**src/rtl/nav_pkg.sv**
```systemverilog
// Shared types and speed constants for the navigation command sequencer.
// Latency: n/a (types and constants only).
// Backpressure: n/a.
package nav_pkg;

    // Sequencer modes: idle, turning in place, ramping up, ramping down.
    typedef enum logic [1:0] {
        IDLE  = 2'd0,
        HDNG  = 2'd1,
        ACCEL = 2'd2,
        DECEL = 2'd3
    } nav_state_t;

    // Default speed profile; units are PID forward-speed counts.
    localparam logic [10:0] MAX_FRWRD = 11'h2A0;
    localparam logic [10:0] MIN_FRWRD = 11'h0D0;

    // The large step lets a simulated move reach cruise in a few dozen
    // gyro samples; the small step is the real-hardware ramp.
    localparam logic [10:0] INC_FAST  = 11'h018;
    localparam logic [10:0] INC_SLOW  = 11'h002;

    // Picks the per-sample acceleration step.
    function automatic logic [10:0] spd_inc(input logic fast);
        return fast ? INC_FAST : INC_SLOW;
    endfunction

endpackage

```
**src/rtl/nav_seq_spd_ramp.sv**
```systemverilog
// Registered forward-speed ramp: load-min, saturating add, floored subtract, clear.
// Latency: one cycle from a control strobe to the new speed on spd.
// Backpressure: none; strobes are applied on the edge they are seen.
module spd_ramp
    import nav_pkg::*;
#(
    parameter logic [10:0] MIN_SPD  = MIN_FRWRD,
    parameter logic [10:0] MAX_SPD  = MAX_FRWRD,
    parameter logic [10:0] STEP_INC = INC_FAST
) (
    input  logic        clk,
    input  logic        rst_n,
    input  logic        clr,
    input  logic        ld_min,
    input  logic        inc_en,
    input  logic        dec_en,
    output logic [10:0] spd,
    output logic        le_dec
);

    // Deceleration is four times as aggressive as acceleration.
    localparam logic [10:0] STEP_DEC = STEP_INC << 2;

    logic [10:0] spd_q;
    logic [10:0] spd_d;
    logic [11:0] spd_sum;

    // Next speed: clear beats load beats add beats subtract.
    always_comb begin
        // The extra bit keeps the sum from wrapping before the clamp.
        spd_sum = {1'b0, spd_q} + {1'b0, STEP_INC};
        spd_d   = spd_q;
        if (clr) begin
            spd_d = '0;
        end else if (ld_min) begin
            spd_d = MIN_SPD;
        end else if (inc_en) begin
            spd_d = (spd_sum > {1'b0, MAX_SPD}) ? MAX_SPD : spd_sum[10:0];
        end else if (dec_en) begin
            spd_d = (spd_q <= STEP_DEC) ? 11'd0 : (spd_q - STEP_DEC);
        end
    end

    // Speed register.
    always_ff @(posedge clk or negedge rst_n) begin
        if (!rst_n) begin
            spd_q <= '0;
        end else begin
            spd_q <= spd_d;
        end
    end

    assign spd    = spd_q;
    // Tells the FSM that the next decrement lands on (or below) zero.
    assign le_dec = (spd_q <= STEP_DEC);

endmodule

```
**src/rtl/nav_seq.sv**
```systemverilog
// Command sequencer: turns to a heading or runs a ramped forward move for the PID block.
// Latency: accepted command visible on outputs one cycle after strt_*; mv_cmplt one cycle after the finishing sample.
// Backpressure: none; commands arriving while busy are dropped, hard_stp aborts a move on the next edge.
module nav_seq #(
    parameter logic        FAST_SIM  = 1'b1,
    parameter logic [10:0] MAX_FRWRD = nav_pkg::MAX_FRWRD,
    parameter logic [10:0] MIN_FRWRD = nav_pkg::MIN_FRWRD,
    parameter int          SETTLE    = 4
) (
    input  logic        clk,
    input  logic        rst_n,
    input  logic        strt_hdng,
    input  logic        strt_mv,
    input  logic        stp_mv,
    input  logic        hard_stp,
    input  logic [11:0] cmd_hdng,
    input  logic        hdng_vld,
    input  logic        at_hdng,
    output logic [11:0] dsrd_hdng,
    output logic [10:0] frwrd_spd,
    output logic        moving,
    output logic        busy,
    output logic        mv_cmplt
);

    import nav_pkg::*;

    localparam logic [10:0] INC = spd_inc(FAST_SIM);
    localparam int          CW  = $clog2(SETTLE + 1);

    nav_state_t    state_q,     state_d;
    logic [CW-1:0] settle_q,    settle_d;
    logic [CW-1:0] settle_inc;
    logic [11:0]   dsrd_hdng_q, dsrd_hdng_d;
    logic          moving_q,    moving_d;
    logic          busy_q,      busy_d;
    logic          mv_cmplt_q,  mv_cmplt_d;

    logic          ramp_clr;
    logic          ramp_ld_min;
    logic          ramp_inc;
    logic          ramp_dec;
    logic          ramp_le_dec;

    // Speed datapath; the FSM only issues strobes and reads the floor flag.
    spd_ramp #(
        .MIN_SPD  (MIN_FRWRD),
        .MAX_SPD  (MAX_FRWRD),
        .STEP_INC (INC)
    ) u_spd_ramp (
        .clk    (clk),
        .rst_n  (rst_n),
        .clr    (ramp_clr),
        .ld_min (ramp_ld_min),
        .inc_en (ramp_inc),
        .dec_en (ramp_dec),
        .spd    (frwrd_spd),
        .le_dec (ramp_le_dec)
    );

    // Next-state, settle counter, heading latch and ramp strobes.
    always_comb begin
        state_d     = state_q;
        settle_d    = settle_q;
        dsrd_hdng_d = dsrd_hdng_q;
        mv_cmplt_d  = 1'b0;
        ramp_clr    = 1'b0;
        ramp_ld_min = 1'b0;
        ramp_inc    = 1'b0;
        ramp_dec    = 1'b0;
        settle_inc  = settle_q + CW'(1);

        case (state_q)
            IDLE: begin
                // A turn request outranks a move request in the same cycle.
                if (strt_hdng) begin
                    dsrd_hdng_d = cmd_hdng;
                    settle_d    = '0;
                    state_d     = HDNG;
                end else if (strt_mv) begin
                    ramp_ld_min = 1'b1;
                    state_d     = ACCEL;
                end
            end

            HDNG: begin
                // Only consecutive on-heading samples count toward settling.
                if (hdng_vld) begin
                    if (at_hdng) begin
                        settle_d = settle_inc;
                        if (settle_inc == CW'(SETTLE)) begin
                            settle_d   = '0;
                            mv_cmplt_d = 1'b1;
                            state_d    = IDLE;
                        end
                    end else begin
                        settle_d = '0;
                    end
                end
            end

            ACCEL: begin
                if (hard_stp) begin
                    ramp_clr   = 1'b1;
                    mv_cmplt_d = 1'b1;
                    state_d    = IDLE;
                end else begin
                    // A stop request coinciding with a sample still takes
                    // that sample's increment before ramping down.
                    ramp_inc = hdng_vld;
                    if (stp_mv) begin
                        state_d = DECEL;
                    end
                end
            end

            DECEL: begin
                if (hard_stp) begin
                    ramp_clr   = 1'b1;
                    mv_cmplt_d = 1'b1;
                    state_d    = IDLE;
                end else if (hdng_vld) begin
                    if (ramp_le_dec) begin
                        ramp_clr   = 1'b1;
                        mv_cmplt_d = 1'b1;
                        state_d    = IDLE;
                    end else begin
                        ramp_dec = 1'b1;
                    end
                end
            end

            default: begin
                ramp_clr = 1'b1;
                state_d  = IDLE;
            end
        endcase

        // Status outputs are registered copies of the next-state decode so
        // busy falls in the same cycle mv_cmplt rises.
        busy_d   = (state_d != IDLE);
        moving_d = (state_d != IDLE);
    end

    // FSM and registered outputs.
    always_ff @(posedge clk or negedge rst_n) begin
        if (!rst_n) begin
            state_q     <= IDLE;
            settle_q    <= '0;
            dsrd_hdng_q <= '0;
            moving_q    <= 1'b0;
            busy_q      <= 1'b0;
            mv_cmplt_q  <= 1'b0;
        end else begin
            state_q     <= state_d;
            settle_q    <= settle_d;
            dsrd_hdng_q <= dsrd_hdng_d;
            moving_q    <= moving_d;
            busy_q      <= busy_d;
            mv_cmplt_q  <= mv_cmplt_d;
        end
    end

    assign dsrd_hdng = dsrd_hdng_q;
    assign moving    = moving_q;
    assign busy      = busy_q;
    assign mv_cmplt  = mv_cmplt_q;

endmodule

```
**config.mk**
```make
export PLATFORM = sky130hd
export DESIGN_NAME = nav_seq
export DESIGN_NICKNAME = d
export VERILOG_FILES = /design/src/rtl/nav_pkg.sv /design/src/rtl/nav_seq_spd_ramp.sv /design/src/rtl/nav_seq.sv
export SDC_FILE = /design/constraint.sdc
export NUM_CORES = 1
export LEC_CHECK = 0
export CORE_MARGIN = 2
export CORE_UTILIZATION = 40
export CTS_CLUSTER_DIAMETER = 120
export DETAILED_ROUTE_END_ITERATION = 6
export PLACE_DENSITY_LB_ADDON = 0.25
export SYNTH_ARGS = -nofsm -noshare
export SYNTH_HDL_FRONTEND = slang
export SYNTH_SLANG_ARGS = --single-unit
```
**constraint.sdc**
```tcl
create_clock -name clk -period 3.2 [get_ports clk]
set_input_delay 0.32 -clock clk [delete_from_list [all_inputs] [get_ports clk]]
set_output_delay 0.32 -clock clk [all_outputs]
set_load 0.05 [all_outputs]
```
# [Word level (Yosys, flattened, before mapping)]
# Cells that the tools add are included.
[word_totals] ff_bits=30 input_bits=20
[classes] addsub=3 magnitude_cmp=2 eq_ne=6 n_mux=40 reduce_logical=6
[op_table] operator="11-bit 2-to-1 mux" count=6
[op_table] operator="2-bit 2-to-1 mux" count=10
[op_table] operator="1-bit 2-to-1 mux" count=16
[op_table] operator="11-bit by 5-bit adder with 12-bit output (second input constant)" count=1
[op_table] operator="12-bit by 10-bit > comparator with 1-bit output (second input constant)" count=1
[op_table] operator="3-bit 2-to-1 mux" count=4
[op_table] operator="11-bit by 7-bit <= comparator with 1-bit output (second input constant)" count=1
[op_table] operator="11-bit by 7-bit subtractor with 11-bit output (second input constant)" count=1
[op_table] operator="2-bit case mux with 4 select lines" count=1
[op_table] operator="3-bit case mux with 2 select lines" count=1
[op_table] operator="2-bit equality test (second input constant)" count=2
[op_table] operator="2-bit inequality test (second input constant)" count=2
[op_table] operator="2-bit nonzero test" count=2
[op_table] operator="4-bit nonzero test" count=1
[op_table] operator="3-bit by 1-bit adder with 3-bit output (second input constant)" count=1
[op_table] operator="3-bit equality test (second input constant)" count=1
[op_table] operator="1-bit case mux with 3 select lines" count=1
[op_table] operator="3-bit AND reduction" count=1
[op_table] operator="2-bit by 1-bit equality test with 1-bit output (second input constant)" count=1
[op_table] operator="2-bit zero test" count=1
[op_table] operator="1-bit case mux with 2 select lines" count=1
[op_table] operator="2-bit AND reduction" count=1

# [Depth between registers and ports, before layout]
# Gate-level depths: netlist of the first run.
[depth] depth_word=9 ltp_mapped=9 ltp_nobuf=8

# [Hierarchy]
# A second synthesis of the first run with hierarchy kept.
[unflattened] cells_unflattened=166 hier_area_um2=1755.4
[modules_own_cells] module="nav_seq" instances=1 cells_each=68 area_per_inst_um2=942.2 seq_area_each_um2=475.5
[modules_own_cells] module="spd_ramp" instances=1 cells_each=98 area_per_inst_um2=813.3 seq_area_each_um2=200.2

# [Worst setup path before layout of the first run]
# No wires, ideal clock.
[synth_path] path_kind="register -> register" from="reg u_spd_ramp.spd_q[3] (netlist: u_spd_ramp.spd[3])" to="reg u_spd_ramp.spd_q[6] (netlist: u_spd_ramp.spd[6])" arrival_time_ns=2.431 t_required_ns=3.122 setup_slack_ns=0.691 stages_incl_launch_ff=10 n_path_buf=1 synth_period_minus_slack_ns=2.509 cell_sequence="dfrtp_1 buf_6 inv_1 ha_1 nand2b_1 o32a_2 o22ai_2 a211oi_2 or4_1 a21oi_1"
[synth_between] elab_chain_cells=6 elab_cells_between_ends=19 cone_classes="add/sub: 2; order compare: 2; mux: 14; reduce/logical: 1"
[synth_rtl] item="start: declaration" line_no="nav_seq_spd_ramp.sv:24" text="logic [10:0] spd_q;"
[synth_rtl] item="start signal: assignment" line_no="nav_seq_spd_ramp.sv:49" text="spd_q <= spd_d;"
[synth_rtl] item="11-bit by 5-bit adder with 12-bit output (tied with other cells)" line_no="nav_seq_spd_ramp.sv:31" text="spd_sum = {1'b0, spd_q} + {1'b0, STEP_INC};"
[synth_rtl] item="12-bit by 10-bit > comparator with 1-bit output (tied with other cells)" line_no="nav_seq_spd_ramp.sv:38" text="spd_d = (spd_sum > {1'b0, MAX_SPD}) ? MAX_SPD : spd_sum[10:0];"
[synth_rtl] item="11-bit 2-to-1 mux (tied with other cells)" line_no="nav_seq_spd_ramp.sv:38"
[synth_rtl] item="11-bit 2-to-1 mux or 1-bit 2-to-1 mux (tied branches)" line_no="nav_seq_spd_ramp.sv:37, nav_seq.sv:118"
[synth_rtl] item="11-bit 2-to-1 mux (tied with other cells)" line_no="nav_seq_spd_ramp.sv:35" text="end else if (ld_min) begin"
[synth_rtl] item="11-bit 2-to-1 mux or 4-bit nonzero test (tied branches)"
# Parallel ways exist; a longest one is shown, timed or not. The select of a mux whose other input is x is not followed.
# A chain may end at the register's enable or synchronous reset.

# [Worst setup path after layout of the first run]
# Ends and elaborated chain as after synthesis.

==> results of run 1 <==
==> cells in the mapped netlist, types with 2 or more instances <==
cell type   n
or3_1       2
ha_1        4
nand2b_1    7
nor3_1      3
o31ai_1     3
a21oi_1    12
nand3b_1    3
xor2_1      4
buf_4       6
inv_1       5
nor3b_1     3
nor2_1     10
mux2_2     13
o22ai_1     2
dfrtp_1    27
o21ai_0    10
o2bb2ai_1   2
o221ai_1    2
o211ai_1    2
mux2i_1     2
nand3_1     5
nand2_1    12
clkbuf_1    6
==> critical path, delay by kind of cell (launching register included) <==
kind	cells	cell delay, ns
compound gates	4	0.78
simple gates	2	0.70
flops	1	0.55
fa+ha+maj	1	0.29
buf+inv	1	0.08
==> sequential cells by signal, indices dropped and copies added, names as in the netlist <==
register,count
mv_cmplt,1
settle_q,3
dsrd_hdng,12
state_q,2
u_spd_ramp.spd,8
busy,1
==> power by group through the flow <==
stage / Sequential [uW] / Clock (uW) / Combinational [uW]
floorplan: 1010 / 0 / 562
global placement: 652 / 0 / 1270
detailed placement: 669 / 0 / 1300
CTS: 662 / 199 / 1300
global route: 691 / 221 / 1380
finish: 663 / 192 / 1300
==> stage by stage <==
step	utilization [%]	area [sq um]	total power [uW]
after floorplan	-	1670	1580
after global placement	52.1	2090	1920
after detailed placement	52.1	2090	1970
after CTS	53.4	2130	2160
after global routing	53.4	2130	2300
final	53.4	2130	2160
==> cell type report <==
class	instances	share of cell area [%]
sequential	27	31.7
timing repair buffer	44	20.4
inverter	5	0.879
tap	50	2.93
clock buffer	3	1.93
multi-input combinational	126	41.9
clock inverter	1	0.352
==> cell families (layout without fill, tap and decap cells) <==
family / after synthesis / count (layout) / share of synthesized area (%)
simple gates: 55 / 55 / 18.3
mux: 16 / 16 / 10.9
xor+xnor: 4 / 4 / 2.11
fa+ha+maj: 4 / 4 / 3.02
flops: 27 / 27 / 40.7
other cells: 1 / 3 / 0.226
compound gates: 44 / 44 / 18.8
buf+inv: 18 / 53 / 5.88
==> placed cells by master (no fill, tap or decap), types with 2 or more instances in the layout <==
| cell | synthesis | routed |
|---|---|---|
| clkdlybuf4s50_1 | 0 | 42 |
| dfrtp_1 | 27 | 27 |
| mux2_2 | 13 | 13 |
| a21oi_1 | 12 | 12 |
| nand2_1 | 12 | 12 |
| nor2_1 | 10 | 10 |
| o21ai_0 | 10 | 10 |
| nand2b_1 | 7 | 7 |
| inv_1 | 5 | 5 |
| nand3_1 | 5 | 5 |
| xor2_1 | 4 | 4 |
| ha_1 | 4 | 4 |
| nor3_1 | 3 | 3 |
| nand3b_1 | 3 | 3 |
| o31ai_1 | 3 | 3 |
| nor3b_1 | 3 | 3 |
| conb_1 | 1 | 3 |
| clkbuf_8 | 0 | 3 |
| or3_1 | 2 | 2 |
| o22ai_1 | 2 | 2 |
| o211ai_1 | 2 | 2 |
| o2bb2ai_1 | 2 | 2 |
| o221ai_1 | 2 | 2 |
| mux2i_1 | 2 | 2 |
| buf_4 | 6 | 2 |
==> metal layers <==
metal	routed length [um]	GRT usage, %
met5	0	0
met4	17	4.25
met1	1690	23.2
met3	221	4.61
met2	1910	27.8
==> final timing paths <==
check	start	depth (start not counted)	to
worst min register to register	dsrd_hdng[3]	1	dsrd_hdng[3]
max in group asynchronous	rst_n	2	u_spd_ramp.spd[6]
worst max-delay path	u_spd_ramp.spd[3]	8	u_spd_ramp.spd[6]
min in group clk	dsrd_hdng[3]	1	dsrd_hdng[3]
worst max register to register	u_spd_ramp.spd[3]	8	u_spd_ramp.spd[6]
worst min-delay path	rst_n	2	settle_q[1]
==> impl_results.md, run 1 <==
- Layout cells sized above 1: between 10% and 20%
- Mapped Cells: about 170
- CP Class: reg -> reg
- P_int: roughly 1100 uW
- Least-Margin Pin Slew: a little under 0.8 ns
- DR WL/cell: approximately 15 um
- Worst Setup Slack post-DPL: just over 0.8 ns
- CP arrival: about 2.7 ns
- Slowest stage delay, CP: 0.55 ns
- Gr usage total: between 15 and 20%
- Cts repair resizes: 0
- Worst path slowest cell: dfrtp_1
- Area grow syn2layout: 28.7%
- PwrDens: between 1000 and 1500 mW/mm^2
- CP Max Fanout: 9
- Hold Crit Class: in -> async
- Core ar.: between 0.004 and 0.005 sq mm
- Setup slack, reg-to-reg: roughly 0.73 ns
- Distinct cell type count after synthesis: between 40 and 50
- Leakage Power: 0.000876 uW
- WL final: 3830 um
- Clock skew: around 0.0016 ns
- Register share of total power: 30.8%
- Seq cells post-synth: 27
- Post-synth top area share: 40.7%
- Worst Path Required: around 3.4 ns
- Status: finished, final reports clean
- Worst ir drop on vdd: 0.000322 V
- Finished Layout Cells: 256
- Postcts setup bufs: 0
- Hold violation total from the final report: 0
- Fmax: just over 0.4 GHz
- Worst setup margin: 0.734 ns
- GPL Wtd Cong: 0.819
- Clock transition at path regs: 0.09 ns
- Area contributors post-synth: dfrtp_1, mux2_2, a21oi_1
- Multi-input gate area: a little under 900 sq um
- Drt drc: 0
- Filler Cell Count: ~370
- Syn Area/Cell: ~9.8 sq um
- Initial antenna violation count: 0
- Top_reg_cell synth: dfrtp_1
- Post-DP HPWL: around 3000 um
- Synthesis Warnings: 0
- RSZ-0062 raised after global routing: no
- Final min period: between 2 and 2.5 ns
- Standard-cell row count: 23
- Global route overflow: 0
- Setup TNS: 0 ns
- DR pass1 iterations: 4
- Sequential fraction of the synthesis area: 40.7%
- N_diodes: 0
- CTS max path bufs: 2
- CTS tree: built
- Die area: 0.00468 sq mm
- Hold_buf cts: 0
- Max-cap violations: 0
- Worst setup EP type: flip-flop
- Clk network pwr share: 8.9%
- Width of the die: between 60 and 70 um
- WHS: between 0.4 and 0.5 ns
- Root Driver: clkbuf_8
- Storage cell area: 676 sq um
- IO Port Bufs: 42
- Largest net degree at the start of global routing: 28
- First-pass GRT wire length: 6090 um
- CP Cell Sequence: inv_1 > ha_1 > nand2b_1 > o32a_2 > o22ai_2 > a211oi_2 > or4_1 > a21oi_1
- Slew HR: 48.6%
- Largest area contributor in the netlist: dfrtp_1
- Async set or reset register ratio after synthesis: 100%
- Setup crit start kind: flip-flop
- Placed Instances: around 250
- Vias in the first global route: ~1300
- Initial Util: about two fifths
- H-tree Lvls: 1
- Die height: 68.4 um
- Final setup viols: 0
- Mapped cell area: about 0.0017 sq mm
- Vias: approximately 1400
- Nets: ~230
- DRT iter0 DRCs: approximately 100
- Period utilisation layout: 77.1%
- Worst-Skew Late Latency: between 0.2 and 0.3 ns
- Slew Limit Fails: 0
- Comb pwr share: 60.3%
- CTS buffer count: 3
- Io pins: 46
- Antenna viol nets, final: 0
- Sw Pwr: 1080 uW
- Via density: between 5 and 6
- Sw frac: 50.3%
- Clock sinks: 27
- EDFF count, synth: 0
(Power assumes the default switching activity.)
==> inputs of run 2 (changes only) <==
- clock period: 3.2 -> 2.1 ns (I/O delays scaled with it)
==> run 2 against run 1 <==
Non-clock buffer count rose by 27. Highest routed layer unchanged. Count of clock-buffer cells in the layout stayed put. Maximum frequency grew 21%. Critical path type unchanged. Flip-flop and latch count unchanged. Largest cell class unchanged. Die area stayed put. Critical endpoint unchanged.
==> impl_results.md, run 2 (synthesized netlist as in run 1, its figures left out) <==
- Status: finished, final reports clean
- Antenna viol nets, final: 0
- Nets: around 260
- DR WL/cell: ~15 um
- Leakage Power: about 0.0010 uW
- DRT iter0 DRCs: 65
- Clk network pwr share: between 8 and 9%
- Final Cell Area: around 0.0024 sq mm
- Setup crit start kind: flip-flop
- Initial antenna violation count: 0
- P_int: 1920 uW
- Vias: between 1500 and 2000
- Hold Crit Class: in -> async
- CTS max path bufs: 2
- Hold_buf cts: 0
- CTS tree: built
- Die area: between 0.004 and 0.005 sq mm
- Die height: 68.4 um
- Comb pwr share: roughly two thirds
- Worst setup EP type: flip-flop
- Clock skew: between 0.002 and 0.003 ns
- Worst setup margin: about 0.060 ns
- Width of the die: ~70 um
- H-tree Lvls: 1
- PwrDens: about 1500 mW/mm^2
- CP Max Fanout: 7
- Vias in the first global route: 1467
- Io pins: 46
- Worst Setup Slack post-DPL: 0.0291 ns
- Commonest non-fill, non-tap cell in the layout: clkdlybuf4s50_1
- GPL Wtd Cong: a little over 0.9
- Slew HR: between 60% and 70%
- Final min period: 2.04 ns
- Period utilisation layout: 97.1%
- Most frequent cells in the layout: clkdlybuf4s50_1, buf_4, dfrtp_1
- Worst-Skew Late Latency: approximately 0.27 ns
- Via density: around 5.3
- Core ar.: around 0.004 sq mm
- Initial Util: roughly two fifths
- Fmax: approximately 0.49 GHz
- Area grow syn2layout: 47.0%
- WHS: approximately 0.30 ns
- Sw frac: 48.0%
- Largest net degree at the start of global routing: 28
- CP arrival: between 2 and 2.5 ns
- First-pass GRT wire length: roughly 6800 um
- Clock sinks: 27
- Register share of total power: ~25%
- Gr usage total: 19.1%
- Fin util: between 60% and 70%
- Filler Cell Count: ~370
- RSZ-0062 raised after global routing: yes
- Global route overflow: 0
- Max reg flops: 12
- DR pass1 iterations: 4
- Final setup viols: 0
- Max-cap violations: 0
- Post-DP HPWL: 3170 um
- Root Driver: clkbuf_8
- N_diodes: 0
- WL final: between 4000 and 5000 um
- Standard-cell row count: 23
- Sw Pwr: between 1500 and 2000 uW
- Slew Limit Fails: 0
- Layout cells sized above 1: between 30% and 40%
- Hold violation total from the final report: 0
- CTS buffer count: 3
- CP Class: reg -> reg
- Least-Margin Pin Slew: approximately 0.51 ns
- Worst ir drop on vdd: approximately 0.00079 V
- DP Area: ~0.0023 sq mm
- Drt drc: 0
- IO Port Bufs: 42
- Worst Path Required: 2.31 ns
- Clock transition at path regs: ~0.10 ns
[run 2: cell count changes in the layout (fill, tap and decap cells not counted), moves of 2 or more]
cell / before / now
inv_1: 5 / 3
dfrtp_2: 0 / 5
dfrtp_1: 27 / 22
inv_2: 0 / 2
buf_4: 2 / 29
[run 2: timing repair]
item / 4_1_cts / 5_1_grt
resized for setup: 0 / 14
setup buffers: 1 / 6
setup endpoints to repair: 1 / 3
pin swaps: 0 / 4
[run 2: final cells by class]
class | count | area, sq um | area share, %
multi-input combinational | 126 | 988 | 40.5
sequential | 27 | 682 | 28.0
timing repair buffer | 71 | 638 | 26.2
tap | 50 | 62.6 | 2.57
clock buffer | 3 | 41.3 | 1.69
inverter | 5 | 18.8 | 0.770
clock inverter | 1 | 7.51 | 0.308
[run 2: through the flow]
step / power, uW / std cells / setup TNS, ns
finish: 3690 / 283 / 0
global route: 3910 / 283 / -0.0109
CTS: 3580 / 277 / 0
detailed placement: 3250 / 272 / 0
global placement: 3200 / 272 / 0
floorplan: 2480 / 171 / -0.0747
[run 2: worst max-delay path: stages, from the launching register on]
cell      delay (ns)
dfrtp_2         0.41
inv_2           0.06
ha_4            0.18
nand2b_4        0.15
o32a_4          0.32
o22ai_4         0.14
a211oi_4        0.11
or4_4           0.50
a21oi_2         0.12
[run 2: path summary, 6_finish.rpt]
kind | start | slack (ns) | end | cells after the start
max | u_spd_ramp.spd[4] | 0.06 | u_spd_ramp.spd[6] | 8
min | rst_n | 0.30 | settle_q[0] | 2
max reg2reg | u_spd_ramp.spd[4] | 0.06 | u_spd_ramp.spd[6] | 8
min reg2reg | dsrd_hdng[1] | 0.52 | dsrd_hdng[1] | 1
max in group asynchronous | rst_n | 1.52 | u_spd_ramp.spd[7] | 2
min in group clk | dsrd_hdng[1] | 0.52 | dsrd_hdng[1] | 1
[run 2: per-layer routing]
layer,track usage [%],up-vias,wire [um]
met4,5.25,0,15
met5,0,-,0
met2,31.3,40,2160
met3,2.14,2,139
met1,26.6,727,1860
li1,-,734,-
[run 2: power by group through the flow]
stage	clock network (uW)	registers [uW]	logic, uW
4_1_cts	321	931	2330
5_1_grt	345	951	2610
3_5_place_dp	0	949	2300
2_1_floorplan	0	1560	926
3_3_place_gp	0	933	2270
6_report	305	922	2460
